**src/rtl/ascon_dec_pkg.sv**
```systemverilog
// Shared types and constants for the Ascon decryption controller.
// Holds the state encoding, the round indices that close each phase, and a
// helper that identifies the states waiting for input data.
package ascon_dec_pkg;

    typedef enum logic [4:0] {
        IDLE      = 5'd0,
        CONF_INIT = 5'd1,
        INIT      = 5'd2,
        END_INIT  = 5'd3,
        IDLE_DA   = 5'd4,
        INIT_DA   = 5'd5,
        DA        = 5'd6,
        END_DA    = 5'd7,
        IDLE_CT   = 5'd8,
        INIT_CT   = 5'd9,
        CT        = 5'd10,
        END_CT    = 5'd11,
        IDLE_FIN  = 5'd12,
        INIT_FIN  = 5'd13,
        FIN       = 5'd14,
        END_FIN   = 5'd15,
        CHECK_TAG = 5'd16
    } dec_state_e;

    // Every phase ends on round 11, so the round before it triggers the hand-off
    // to the END_x state.
    localparam logic [3:0] LAST_ROUND   = 4'd11;
    localparam logic [3:0] PENULT_ROUND = 4'd10;

    // States that request a data word from the host.
    function automatic logic is_wait_state(input dec_state_e s);
        return (s == IDLE_DA) || (s == IDLE_CT) || (s == IDLE_FIN);
    endfunction

endpackage

```
**src/rtl/ascon_round_counter.sv**
```systemverilog
// Round index counter for the Ascon permutation.
// A load takes priority over counting so the FSM can preset the first round
// of the next phase while it is still waiting for data.
module ascon_round_counter (
    input  logic       clock,
    input  logic       reset_n,
    input  logic       i_load,
    input  logic [3:0] i_load_value,
    input  logic       i_enable,
    output logic [3:0] o_count
);

    logic [3:0] r_count;

    // preset or advance the round index
    always_ff @(posedge clock or negedge reset_n) begin
        if (!reset_n) begin
            r_count <= 4'd0;
        end else if (i_load) begin
            r_count <= i_load_value;
        end else if (i_enable) begin
            r_count <= r_count + 4'd1;
        end
    end

    assign o_count = r_count;

endmodule

```
**src/rtl/ascon_decrypt_fsm.sv**
```systemverilog
// Control FSM for Ascon authenticated decryption.
// Sequences init, one associated-data block, NB_BLOCKS-1 ciphertext blocks and
// the finalisation block (which also carries the last ciphertext word), then
// registers the verdict of the external tag comparator.
// Optional build macro: ASCON_DEC_TIMEOUT_EN adds a wait-state timeout of
// TIMEOUT_CYCLES cycles; without it the FSM waits for data indefinitely.
//
//   state     | meaning
//   ----------+-----------------------------------------------------------
//   IDLE      | waiting for i_start
//   CONF_INIT | load IV||K||N into the state register
//   INIT      | init permutation, rounds 0..10
//   END_INIT  | round 11, key XOR at the end
//   IDLE_DA   | waiting for the associated-data word
//   INIT_DA   | absorb AD, first round of the block
//   DA        | AD rounds up to 10
//   END_DA    | round 11, domain-separation bit XOR
//   IDLE_CT   | waiting for a ciphertext word
//   INIT_CT   | replace x0 with C, emit plaintext, first round
//   CT        | ciphertext rounds up to 10
//   END_CT    | round 11, count the finished block
//   IDLE_FIN  | waiting for the last ciphertext word
//   INIT_FIN  | replace x0, emit plaintext, key XOR, first final round
//   FIN       | finalisation rounds up to 10
//   END_FIN   | round 11, key XOR, capture computed tag
//   CHECK_TAG | register comparator verdict, pulse done
module ascon_decrypt_fsm
    import ascon_dec_pkg::*;
#(
    parameter int NB_ROUNDS_A = 12,
    parameter int NB_ROUNDS_B = 6,
    parameter int NB_BLOCKS   = 4
`ifdef ASCON_DEC_TIMEOUT_EN
    ,
    parameter int TIMEOUT_CYCLES = 1024
`endif
) (
    input  logic                         clock,
    input  logic                         reset_n,
    input  logic                         i_sys_enable,
    input  logic                         i_start,
    input  logic                         i_data_valid,
    input  logic                         i_tag_match,
    output logic                         o_ready,
    output logic [3:0]                   o_round_count,
    output logic [$clog2(NB_BLOCKS)-1:0] o_block_count,
    output logic                         o_mux_select,
    output logic                         o_enable_state_reg,
    output logic                         o_enable_xor_data_begin,
    output logic                         o_enable_xor_key_begin,
    output logic                         o_enable_xor_key_end,
    output logic                         o_enable_xor_lsb_end,
    output logic                         o_replace_data,
    output logic                         o_enable_plain_reg,
    output logic                         o_valid_plain,
    output logic                         o_enable_tag_reg,
    output logic                         o_done,
    output logic                         o_auth_ok,
    output logic                         o_auth_fail,
    output logic                         o_timeout
);

    localparam int BC_W = $clog2(NB_BLOCKS);
    localparam logic [BC_W-1:0] LAST_CT_BLOCK = BC_W'(NB_BLOCKS - 2);
    // First round of a phase of R rounds is 12-R.
    localparam logic [3:0] LOAD_A = LAST_ROUND + 4'd1 - 4'(NB_ROUNDS_A);
    localparam logic [3:0] LOAD_B = LAST_ROUND + 4'd1 - 4'(NB_ROUNDS_B);

    dec_state_e      r_state;
    dec_state_e      w_next_state;
    logic [BC_W-1:0] r_block_count;
    logic            r_auth_ok;
    logic            r_auth_fail;
    logic            w_timeout;
    logic            w_cnt_load;
    logic            w_cnt_enable;
    logic [3:0]      w_cnt_load_value;
    logic [3:0]      w_round_count;

    ascon_round_counter u_round_counter (
        .clock        (clock),
        .reset_n      (reset_n),
        .i_load       (w_cnt_load),
        .i_load_value (w_cnt_load_value),
        .i_enable     (w_cnt_enable),
        .o_count      (w_round_count)
    );

`ifdef ASCON_DEC_TIMEOUT_EN
    localparam int WAIT_W = $clog2(TIMEOUT_CYCLES + 1);
    localparam logic [WAIT_W-1:0] WAIT_LAST = WAIT_W'(TIMEOUT_CYCLES - 1);

    logic [WAIT_W-1:0] r_wait_count;

    // count consecutive idle cycles spent waiting for data
    always_ff @(posedge clock or negedge reset_n) begin
        if (!reset_n) begin
            r_wait_count <= '0;
        end else if (!i_sys_enable || !is_wait_state(r_state) || i_data_valid) begin
            r_wait_count <= '0;
        end else begin
            r_wait_count <= r_wait_count + WAIT_W'(1);
        end
    end

    assign w_timeout = i_sys_enable && is_wait_state(r_state) && !i_data_valid &&
                       (r_wait_count == WAIT_LAST);
`else
    assign w_timeout = 1'b0;
`endif

    // state, block counter and sticky authentication flags
    always_ff @(posedge clock or negedge reset_n) begin
        if (!reset_n) begin
            r_state       <= IDLE;
            r_block_count <= '0;
            r_auth_ok     <= 1'b0;
            r_auth_fail   <= 1'b0;
        end else if (!i_sys_enable) begin
            r_state       <= IDLE;
            r_block_count <= '0;
            r_auth_ok     <= 1'b0;
            r_auth_fail   <= 1'b0;
        end else begin
            r_state <= w_next_state;
            if (r_state == IDLE && i_start) begin
                r_auth_ok   <= 1'b0;
                r_auth_fail <= 1'b0;
            end
            if (r_state == END_CT) begin
                r_block_count <= r_block_count + BC_W'(1);
            end
            if (r_state == CHECK_TAG) begin
                r_block_count <= '0;
                r_auth_ok     <= i_tag_match;
                r_auth_fail   <= !i_tag_match;
            end
            if (w_timeout) begin
                r_block_count <= '0;
                r_auth_ok     <= 1'b0;
                r_auth_fail   <= 1'b1;
            end
        end
    end

    // next-state decode
    always_comb begin
        w_next_state = r_state;
        case (r_state)
            IDLE:      if (i_start) w_next_state = CONF_INIT;
            CONF_INIT: w_next_state = INIT;
            INIT:      if (w_round_count == PENULT_ROUND) w_next_state = END_INIT;
            END_INIT:  w_next_state = IDLE_DA;
            IDLE_DA:   if (i_data_valid) w_next_state = INIT_DA;
            INIT_DA:   w_next_state = (w_round_count == PENULT_ROUND) ? END_DA : DA;
            DA:        if (w_round_count == PENULT_ROUND) w_next_state = END_DA;
            END_DA:    w_next_state = IDLE_CT;
            IDLE_CT:   if (i_data_valid) w_next_state = INIT_CT;
            INIT_CT:   w_next_state = (w_round_count == PENULT_ROUND) ? END_CT : CT;
            CT:        if (w_round_count == PENULT_ROUND) w_next_state = END_CT;
            END_CT:    w_next_state = (r_block_count == LAST_CT_BLOCK) ? IDLE_FIN : IDLE_CT;
            IDLE_FIN:  if (i_data_valid) w_next_state = INIT_FIN;
            INIT_FIN:  w_next_state = (w_round_count == PENULT_ROUND) ? END_FIN : FIN;
            FIN:       if (w_round_count == PENULT_ROUND) w_next_state = END_FIN;
            END_FIN:   w_next_state = CHECK_TAG;
            CHECK_TAG: w_next_state = IDLE;
            default:   w_next_state = IDLE;
        endcase
        if (w_timeout) begin
            w_next_state = IDLE;
        end
    end

    // round counter control: preset the first round while waiting, count in round states
    always_comb begin
        w_cnt_load       = 1'b0;
        w_cnt_load_value = 4'd0;
        w_cnt_enable     = 1'b0;
        if (!i_sys_enable) begin
            w_cnt_load = 1'b1;
        end else begin
            case (r_state)
                IDLE, CONF_INIT, CHECK_TAG: w_cnt_load = 1'b1;
                IDLE_DA, IDLE_CT: begin
                    w_cnt_load       = 1'b1;
                    w_cnt_load_value = LOAD_B;
                end
                IDLE_FIN: begin
                    w_cnt_load       = 1'b1;
                    w_cnt_load_value = LOAD_A;
                end
                INIT, END_INIT, INIT_DA, DA, END_DA, INIT_CT, CT, END_CT,
                INIT_FIN, FIN, END_FIN: w_cnt_enable = 1'b1;
                default: w_cnt_load = 1'b1;
            endcase
        end
    end

    // datapath strobes decoded from the current state
    always_comb begin
        o_ready                 = 1'b0;
        o_mux_select            = 1'b1;
        o_enable_state_reg      = 1'b0;
        o_enable_xor_data_begin = 1'b0;
        o_enable_xor_key_begin  = 1'b0;
        o_enable_xor_key_end    = 1'b0;
        o_enable_xor_lsb_end    = 1'b0;
        o_replace_data          = 1'b0;
        o_enable_plain_reg      = 1'b0;
        o_valid_plain           = 1'b0;
        o_enable_tag_reg        = 1'b0;
        o_done                  = 1'b0;
        case (r_state)
            CONF_INIT: begin
                o_mux_select       = 1'b0;
                o_enable_state_reg = 1'b1;
            end
            INIT, DA, CT, END_CT, FIN: o_enable_state_reg = 1'b1;
            END_INIT: begin
                o_enable_state_reg   = 1'b1;
                o_enable_xor_key_end = 1'b1;
            end
            IDLE_DA, IDLE_CT, IDLE_FIN: o_ready = 1'b1;
            INIT_DA: begin
                o_enable_state_reg      = 1'b1;
                o_enable_xor_data_begin = 1'b1;
            end
            END_DA: begin
                o_enable_state_reg   = 1'b1;
                o_enable_xor_lsb_end = 1'b1;
            end
            INIT_CT: begin
                o_enable_state_reg      = 1'b1;
                o_enable_xor_data_begin = 1'b1;
                o_replace_data          = 1'b1;
                o_enable_plain_reg      = 1'b1;
                o_valid_plain           = 1'b1;
            end
            INIT_FIN: begin
                o_enable_state_reg      = 1'b1;
                o_enable_xor_data_begin = 1'b1;
                o_enable_xor_key_begin  = 1'b1;
                o_replace_data          = 1'b1;
                o_enable_plain_reg      = 1'b1;
                o_valid_plain           = 1'b1;
            end
            END_FIN: begin
                o_enable_state_reg   = 1'b1;
                o_enable_xor_key_end = 1'b1;
                o_enable_tag_reg     = 1'b1;
            end
            CHECK_TAG: o_done = 1'b1;
            default: ;
        endcase
    end

    assign o_round_count = w_round_count;
    assign o_block_count = r_block_count;
    assign o_auth_ok     = r_auth_ok;
    assign o_auth_fail   = r_auth_fail;
    assign o_timeout     = w_timeout;

endmodule

```
**config.mk**
```make
export PLATFORM = sky130hd
export DESIGN_NAME = ascon_decrypt_fsm
export DESIGN_NICKNAME = d
export VERILOG_FILES = /design/src/rtl/ascon_dec_pkg.sv /design/src/rtl/ascon_round_counter.sv /design/src/rtl/ascon_decrypt_fsm.sv
export SDC_FILE = /design/constraint.sdc
export NUM_CORES = 1
export LEC_CHECK = 0
export BUFFER_PORTS_ARGS = -buffer_cell sky130_fd_sc_hd__buf_2
export CAP_MARGIN = 0
export CORE_ASPECT_RATIO = 1.5
export CORE_MARGIN = 2
export CORE_UTILIZATION = 32
export CTS_CLUSTER_DIAMETER = 120
export CTS_CLUSTER_SIZE = 24
export DETAILED_ROUTE_END_ITERATION = 6
export PLACE_DENSITY_LB_ADDON = 0.3
export SYNTH_ARGS = -nofsm -noshare
export SYNTH_HDL_FRONTEND = slang
export SYNTH_HIERARCHICAL = 1
export SYNTH_SLANG_ARGS = --single-unit
```
**constraint.sdc**
```tcl
create_clock -name clock -period 1.8 [get_ports clock]
set_input_delay 0.18 -clock clock [delete_from_list [all_inputs] [get_ports clock]]
set_output_delay 0.18 -clock clock [all_outputs]
set_load 0.05 [all_outputs]
```
==> PnR_summary.wiki, run 1 <==
{| class="wikitable"
! Metric !! Value
|-
| Number of pins with negative max-slew slack in the final report || 0
|-
| Number of library cell types mapped by synthesis || 39
|-
| IO buf count || 25
|-
| Number of global-route vias before repair || 794
|-
| Setup crit start kind || register
|-
| Width of the die || 45.45 um
|-
| Final number of hold-violating endpoints || 0
|-
| Post-Route Skew || 0.005136 ns
|-
| Outcome || finished clean
|-
| Launch point of the worst reg-to-reg path || r_state[3]$_DFFE_PN0P_
|-
| Capture point of the worst reg-to-reg path || u_round_counter/o_count[3]$_DFFE_PN0P_
|-
| Leading cell types in the layout, fill and taps excluded || buf_2, dfrtp_1, buf_4, nor2_1
|-
| Layout area overhead || 31.87%
|-
| Num CTS Buffers || 3
|-
| Wire length of the first global-routing pass || 3408 um
|-
| Initial Utilization || 0.3366
|-
| Critical Path, Cell by Cell || or4_4 > nor2_4 > buf_8
|-
| Aggregate global routing overflow || 0
|-
| Final Instance Count excl. Fillers || 151
|-
| Setup repair after global routing missed its margin || yes
|-
| CP max FO || 8
|-
| Post-synth design cell area || 824.5 um2
|-
| Logic depth of the worst path, buffers included || 3
|-
| Cell Pwr Density || 717.2 nW/um2
|-
| Diode count || 0
|-
| Period minus WS final || 1.784 ns
|-
| CTS root buf || clkbuf_4
|-
| Pre-Repair DR Iteration Count || 4
|-
| Largest stage delay on the critical path || 0.60 ns
|-
| Maximum ir drop on the vdd rail || 0.4319 mV
|-
| Most frequent standard cell in the layout excluding fill and tap cells || buf_2
|-
| Vias per std cell || 5.397
|-
| Area of the core || 2450 um2
|-
| Crit path capture type || output port
|-
| Number of synthesized flops with an enable pin || 0
|-
| Worst-Skew Late Latency || 0.28 ns
|-
| Arr. time, crit path || 1.60 ns
|-
| Worst-case reg-to-reg path depth || 7
|-
| HP Class || in -> reg
|-
| WHS Path Cells || 3
|-
| # clock sinks || 13
|-
| Number of warning messages in the yosys log || 6
|-
| All-layer global routing usage || 0.1526
|-
| Total via count in the routed design || 815
|-
| Fraction of layout instances using a drive strength above 1 || 0.4094
|-
| Critical path required time || 1.62 ns
|-
| Class of the most critical setup path || reg -> out
|-
| Maximum frequency from static timing analysis || 560.6 MHz
|-
| Antenna violations before repair || 0
|-
| Master of the slowest instance on the critical path || or4_4
|-
| Final ANT Viol Nets || 0
|-
| Top layer in use || met4
|-
| Placed cell area || 988.4 um2
|-
| Slack of the worst reg-to-reg path || 0.16 ns
|-
| Height of the die || 66.17 um
|-
| Total of endpoints with negative setup slack in the final report || 0
|-
| DRT met1 WL || 877 um
|-
| First element of the critical path || r_state[3]$_DFFE_PN0P_
|-
| Clock tree from TritonCTS || built
|-
| Pin count of the biggest net entering global routing || 14
|-
| Post-CTS clock slew at the launch and capture registers of the worst setup and hold paths || 0.08 ns
|-
| Number of maximum-capacitance constraint violations || 0
|-
| DRC violations left || 0
|-
| Average wire per standard cell || 14.25 um
|-
| Weighted congestion at the end of routability-driven global placement || 0.9151
|-
| Family with the most delay on the worst path || simple AND/OR/NAND/NOR gates
|-
| Area of the die || 3007 um2
|-
| Number of instances in the synthesized netlist || 94
|-
| Placed Instances || 142
|-
| End point of the critical path || o_done
|-
| Site Rows || 22
|-
| Filler cells || 254
|-
| Final cell area excluding filler cells || 1087 um2
|-
| Half-perimeter wire length after detailed placement || 1640 um
|-
| Routed length on met2 || 1153 um
|-
| Post-layout nets || 136
|-
| IO Pins || 27
|-
| Sum of negative setup slack || 0 ns
|-
| Post-Route Hold Slack || 0.1873 ns
|-
| Number of violations reported at the end of detailed-routing iteration 0 || 11
|-
| Mean instance size in the synthesized netlist || 8.772 um2
|-
| Crit share post-route || 0.9910
|-
| Detailed Route WL || 2151 um
|-
| Yosys reg bits || 13
|-
| Leakage power of the design || 0.5315 nW
|-
| Dominant synthesized flop cell || dfrtp_1
|-
| Max Root-Sink Buffers || 2
|-
| Number of H-tree levels || 1
|-
| Sequential share of the synthesized area || 0.3945
|-
| Wire length on met3 || 92 um
|-
| Share of synthesized registers carrying an async set or reset || 1.000
|-
| Count of buffer and inverter cells on the critical path || 1
|}
-- power by group --
part | switching, W | internal [W]
clock | 0.0000958 | 0.0000859
combinational | 0.000175 | 0.0000826
sequential | 0.0000303 | 0.000310
total | 0.000302 | 0.000478
-- state kept, by name, indices dropped and copies added, names as in the netlist --
signal                   cells
o_block_count                2
o_auth_ok                    1
r_state                      5
u_round_counter/o_count      4
o_auth_fail                  1
-- cell families (layout without fill, tap and decap cells) --
kind of cell    after synthesis  count (layout)  synth area share
simple gates                 39              39            0.2610
compound gates               22              22            0.1715
flops                        13              13            0.3945
buf+inv                      12              43           0.08041
xor+xnor                      3               3           0.03187
fa+ha+maj                     2               2           0.03034
mux                           2               2           0.02580
other cells                   1               3          0.004548
-- cell usage after synthesis (all sizes together) (3+ instances only) --
cell type / instances / share of area
or4: 3 / 0.032
inv: 4 / 0.018
o31ai: 3 / 0.027
nor2: 10 / 0.046
o21ai: 7 / 0.042
and3: 3 / 0.023
nand2: 6 / 0.027
nand3: 3 / 0.018
nand2b: 4 / 0.030
a21oi: 3 / 0.018
buf: 5 / 0.047
dfrtp: 13 / 0.39
clkbuf: 3 / 0.015
-- repair_timing --
| action | CTS | global route |
|---|---|---|
| buffers inserted | 0 | 4 |
| pin swaps | 0 | 0 |
| gates resized for setup | 5 | 8 |
| endpoints found under the setup margin | 3 | 6 |
| hold endpoints to repair | 13 | 0 |
| hold buffers | 1 | 0 |
-- routing by layer --
metal / vias up / GRT usage
li1: 393 / -
met1: 381 / 0.1777
met2: 37 / 0.2676
met3: 4 / 0.02459
met4: 0 / 0.05515
met5: - / 0
-- worst min path at each step --
stage / slack [ns] / start / endpoint
detailed placement: 0.09 / reset_n / o_block_count[0]$_DFFE_PN0P_
floorplan: -0.12 / reset_n / o_auth_fail$_DFFE_PN0P_
global placement: 0.09 / reset_n / o_block_count[0]$_DFFE_PN0P_
CTS: 0.19 / i_tag_match / o_auth_fail$_DFFE_PN0P_
finish: 0.19 / i_tag_match / o_auth_fail$_DFFE_PN0P_
global route: 0.19 / i_tag_match / o_auth_fail$_DFFE_PN0P_
-- worst reg2reg max path: stages (launching register included) --
cell,delay (ns)
dfrtp_2,0.47
buf_4,0.15
nor2_1,0.18
nor2_1,0.07
o21a_1,0.24
nand4_2,0.11
xnor2_1,0.07
mux2_2,0.25
-- area by class of cell --
| class | instances | area [um2] | area share |
|---|---|---|---|
| clock buffer | 4 | 26.28 | 0.02417 |
| inverter | 4 | 15.01 | 0.01381 |
| multi-input combinational | 71 | 465.4 | 0.4281 |
| sequential | 13 | 330.3 | 0.3038 |
| tap | 24 | 30.03 | 0.02762 |
| timing repair buffer | 35 | 220.2 | 0.2025 |
-- metrics by stage --
stage | total power, W | worst slack [ns] | utilization
detailed placement | 0.0005923 | 0.2152 | 0.4035
finish | 0.0007799 | 0.01615 | 0.4438
CTS | 0.0007743 | 0.01204 | 0.4229
floorplan | 0.0005233 | -0.1719 | -
global route | 0.0008227 | -0.03171 | 0.4438
global placement | 0.0005893 | 0.2287 | 0.4035
Note: power is estimated with default switching activity, not from simulation.
==> inputs of run 2 (changes only) <==
PLACE_DENSITY = 0.55   (was default)
PLACE_DENSITY_LB_ADDON = default   (was 0.3)
==> run 2 against run 1 <==
  * First-iteration DRC count rose by 55%
  * Sequential power barely moved
  * Wire length is 6.1% lower
  * Clock power is essentially flat
  * Via count down 2.8%
  * Largest cell class unchanged
  * Core utilization shrank 0.26 points
  * Die area did not move
==> PnR_summary.wiki, run 2 (synthesis gave the netlist of run 1 again) <==
{| class="wikitable"
! Metric !! Value
|-
| Weighted congestion at the end of routability-driven global placement || 0.8179
|-
| Footprint of the multi-input gates || 465.4 um2
|-
| Number of violations reported at the end of detailed-routing iteration 0 || 17
|-
| Vias per std cell || 5.280
|-
| Area of the die || 3007 um2
|-
| Class of the most critical setup path || reg -> out
|-
| Aggregate global routing overflow || 0
|-
| Height of the die || 66.17 um
|-
| DRC violations left || 0
|-
| Global routing usage on met3 || 0.02459
|-
| Number of H-tree levels || 1
|-
| CTS root buf || clkbuf_4
|-
| Total via count in the routed design || 792
|-
| Maximum ir drop on the vdd rail || 0.3295 mV
|-
| Half-perimeter wire length after detailed placement || 1611 um
|-
| Family with the most delay on the worst path || simple AND/OR/NAND/NOR gates
|-
| Crit path capture type || output port
|-
| Setup crit start kind || register
|-
| Wire length of the first global-routing pass || 3339 um
|-
| Most frequent standard cell in the layout excluding fill and tap cells || buf_2
|-
| Number of maximum-capacitance constraint violations || 0
|-
| Leakage power of the design || 0.5315 nW
|-
| Met2 Usage GRT || 0.2641
|-
| Master of the slowest instance on the critical path || or4_4
|-
| Flip-flop count of the largest register, all copies and words added || 5
|-
| Critical path required time || 1.62 ns
|-
| Final ANT Viol Nets || 0
|-
| IO Pins || 27
|-
| Count of buffer and inverter cells on the critical path || 1
|-
| Maximum frequency from static timing analysis || 575.0 MHz
|-
| Crit share post-route || 0.9663
|-
| CP max FO || 5
|-
| Launch point of the worst reg-to-reg path || r_state[3]$_DFFE_PN0P_
|-
| Gr busiest metal || met2
|-
| Period minus WS final || 1.739 ns
|-
| Sequential Area || 329.1 um2
|-
| HP Class || in -> reg
|-
| Capture point of the worst reg-to-reg path || u_round_counter/o_count[3]$_DFFE_PN0P_
|-
| Minimum setup slack in the final design || 0.06073 ns
|-
| Cell Pwr Density || 721.3 nW/um2
|-
| All-layer global routing usage || 0.1543
|-
| IO buf count || 25
|-
| Setup repair after global routing missed its margin || no
|-
| Post-Route Skew || 0.009554 ns
|-
| Outcome || finished clean
|-
| Antenna violations before repair || 0
|-
| Critical Path, Cell by Cell || or4_4 > nor2_4 > buf_6
|-
| Reg with most FFs || r_state
|-
| Placed Instances || 141
|-
| Post-CTS clock slew at the launch and capture registers of the worst setup and hold paths || 0.08 ns
|-
| Worst-Skew Late Latency || 0.28 ns
|-
| Pin count of the biggest net entering global routing || 14
|-
| Worst Min Path Start || i_tag_match
|-
| Initial Utilization || 0.3366
|-
| Num CTS Buffers || 3
|-
| Clock tree from TritonCTS || built
|-
| Width of the die || 45.45 um
|-
| # clock sinks || 13
|-
| Number of pins with negative max-slew slack in the final report || 0
|-
| Final number of hold-violating endpoints || 0
|-
| Filler cells || 252
|-
| Detailed Route WL || 2020 um
|-
| Total of endpoints with negative setup slack in the final report || 0
|-
| Number of global-route vias before repair || 767
|-
| Layout area overhead || 31.11%
|-
| Average wire per standard cell || 13.47 um
|-
| Pre-Repair DR Iteration Count || 4
|-
| Largest stage delay on the critical path || 0.57 ns
|-
| Fraction of layout instances using a drive strength above 1 || 0.4048
|-
| Leading cell types in the layout, fill and taps excluded || buf_2, dfrtp_1, nor2_1, buf_4
|-
| Final Instance Count excl. Fillers || 150
|-
| Area of the core || 2450 um2
|-
| Max Root-Sink Buffers || 2
|-
| Arr. time, crit path || 1.56 ns
|-
| Setup WS pre-CTS || 0.1996 ns
|-
| Diode count || 0
|-
| Post-layout nets || 135
|-
| Site Rows || 22
|-
| Hold worst-path end || o_auth_fail$_DFFE_PN0P_
|-
| Met1 global-route usage || 0.1766
|-
| WHS Path Cells || 3
|-
| Worst-case reg-to-reg path depth || 7
|-
| Slack of the worst reg-to-reg path || 0.15 ns
|}
[run 2: cell count changes in the layout (fill, tap and decap cells not counted), sizes merged]
cell,before,now
clkbuf,7,3
buf,31,33
clkinv,0,1
[run 2: per-layer routing]
| metal | share of wire | vias up | wire length, um |
|---|---|---|---|
| li1 | - | 393 | - |
| met1 | 0.42 | 369 | 839 |
| met2 | 0.53 | 26 | 1072 |
| met3 | 0.038 | 4 | 76 |
| met4 | 0.015 | 0 | 31 |
| met5 | 0 | - | 0 |
[run 2: worst max path at each step]
stage | startpoint | slack (ns) | cells past startpoint | endpoint
5_1_grt | r_state[3]$_DFFE_PN0P_ | 0.005 | 3 | o_done
3_5_place_dp | r_state[3]$_DFFE_PN0P_ | 0.20 | 3 | o_auth_fail$_DFFE_PN0P_
4_1_cts | r_state[3]$_DFFE_PN0P_ | 0.01 | 3 | o_done
6_report | r_state[3]$_DFFE_PN0P_ | 0.06 | 3 | o_done
2_1_floorplan | r_state[4]$_DFFE_PN0P_ | -0.17 | 4 | o_enable_xor_key_begin
3_3_place_gp | r_state[3]$_DFFE_PN0P_ | 0.22 | 3 | o_done
[run 2: repair_timing]
| item | in CTS | in global routing |
|---|---|---|
| endpoints found under the setup margin | 3 | 7 |
| resized for setup | 5 | 7 |
| setup buffers | 3 | 1 |
| pin swaps | 0 | 2 |
| hold buffers | 1 | 0 |
| hold endpoints to repair | 13 | 0 |
[run 2: area by class of cell]
type,instances,share of cell area
clock buffer,3,0.02083
clock inverter,1,0.004630
inverter,4,0.01389
multi-input combinational,71,0.4306
sequential,13,0.3044
tap,24,0.02778
timing repair buffer,34,0.1979
[run 2: report_power, final]
part	switching (W)	leakage, nW	internal, W
logic	0.000174	0.343	0.0000867
registers	0.0000309	0.171	0.000309
clock network	0.0000975	0.0177	0.0000825
[run 2: tightest hold or removal path, cell delays in order]
cell,delay (ns)
buf_2,0.09
or3_1,0.09
a21boi_1,0.05
[run 2: per-stage QoR]
| step | hold WS, ns | area [um2] | util | power [W] | TNS [ns] |
|---|---|---|---|---|---|
| floorplan | -0.1156 | 847.1 | - | 0.0005233 | -0.1719 |
| global placement | 0.09608 | 980.9 | 0.4004 | 0.0005829 | 0 |
| detailed placement | 0.08823 | 980.9 | 0.4004 | 0.0005846 | 0 |
| CTS | 0.1461 | 1054 | 0.4300 | 0.0007768 | 0 |
| global route | 0.1715 | 1081 | 0.4413 | 0.0008259 | 0 |
| finish | 0.1611 | 1081 | 0.4413 | 0.0007797 | 0 |
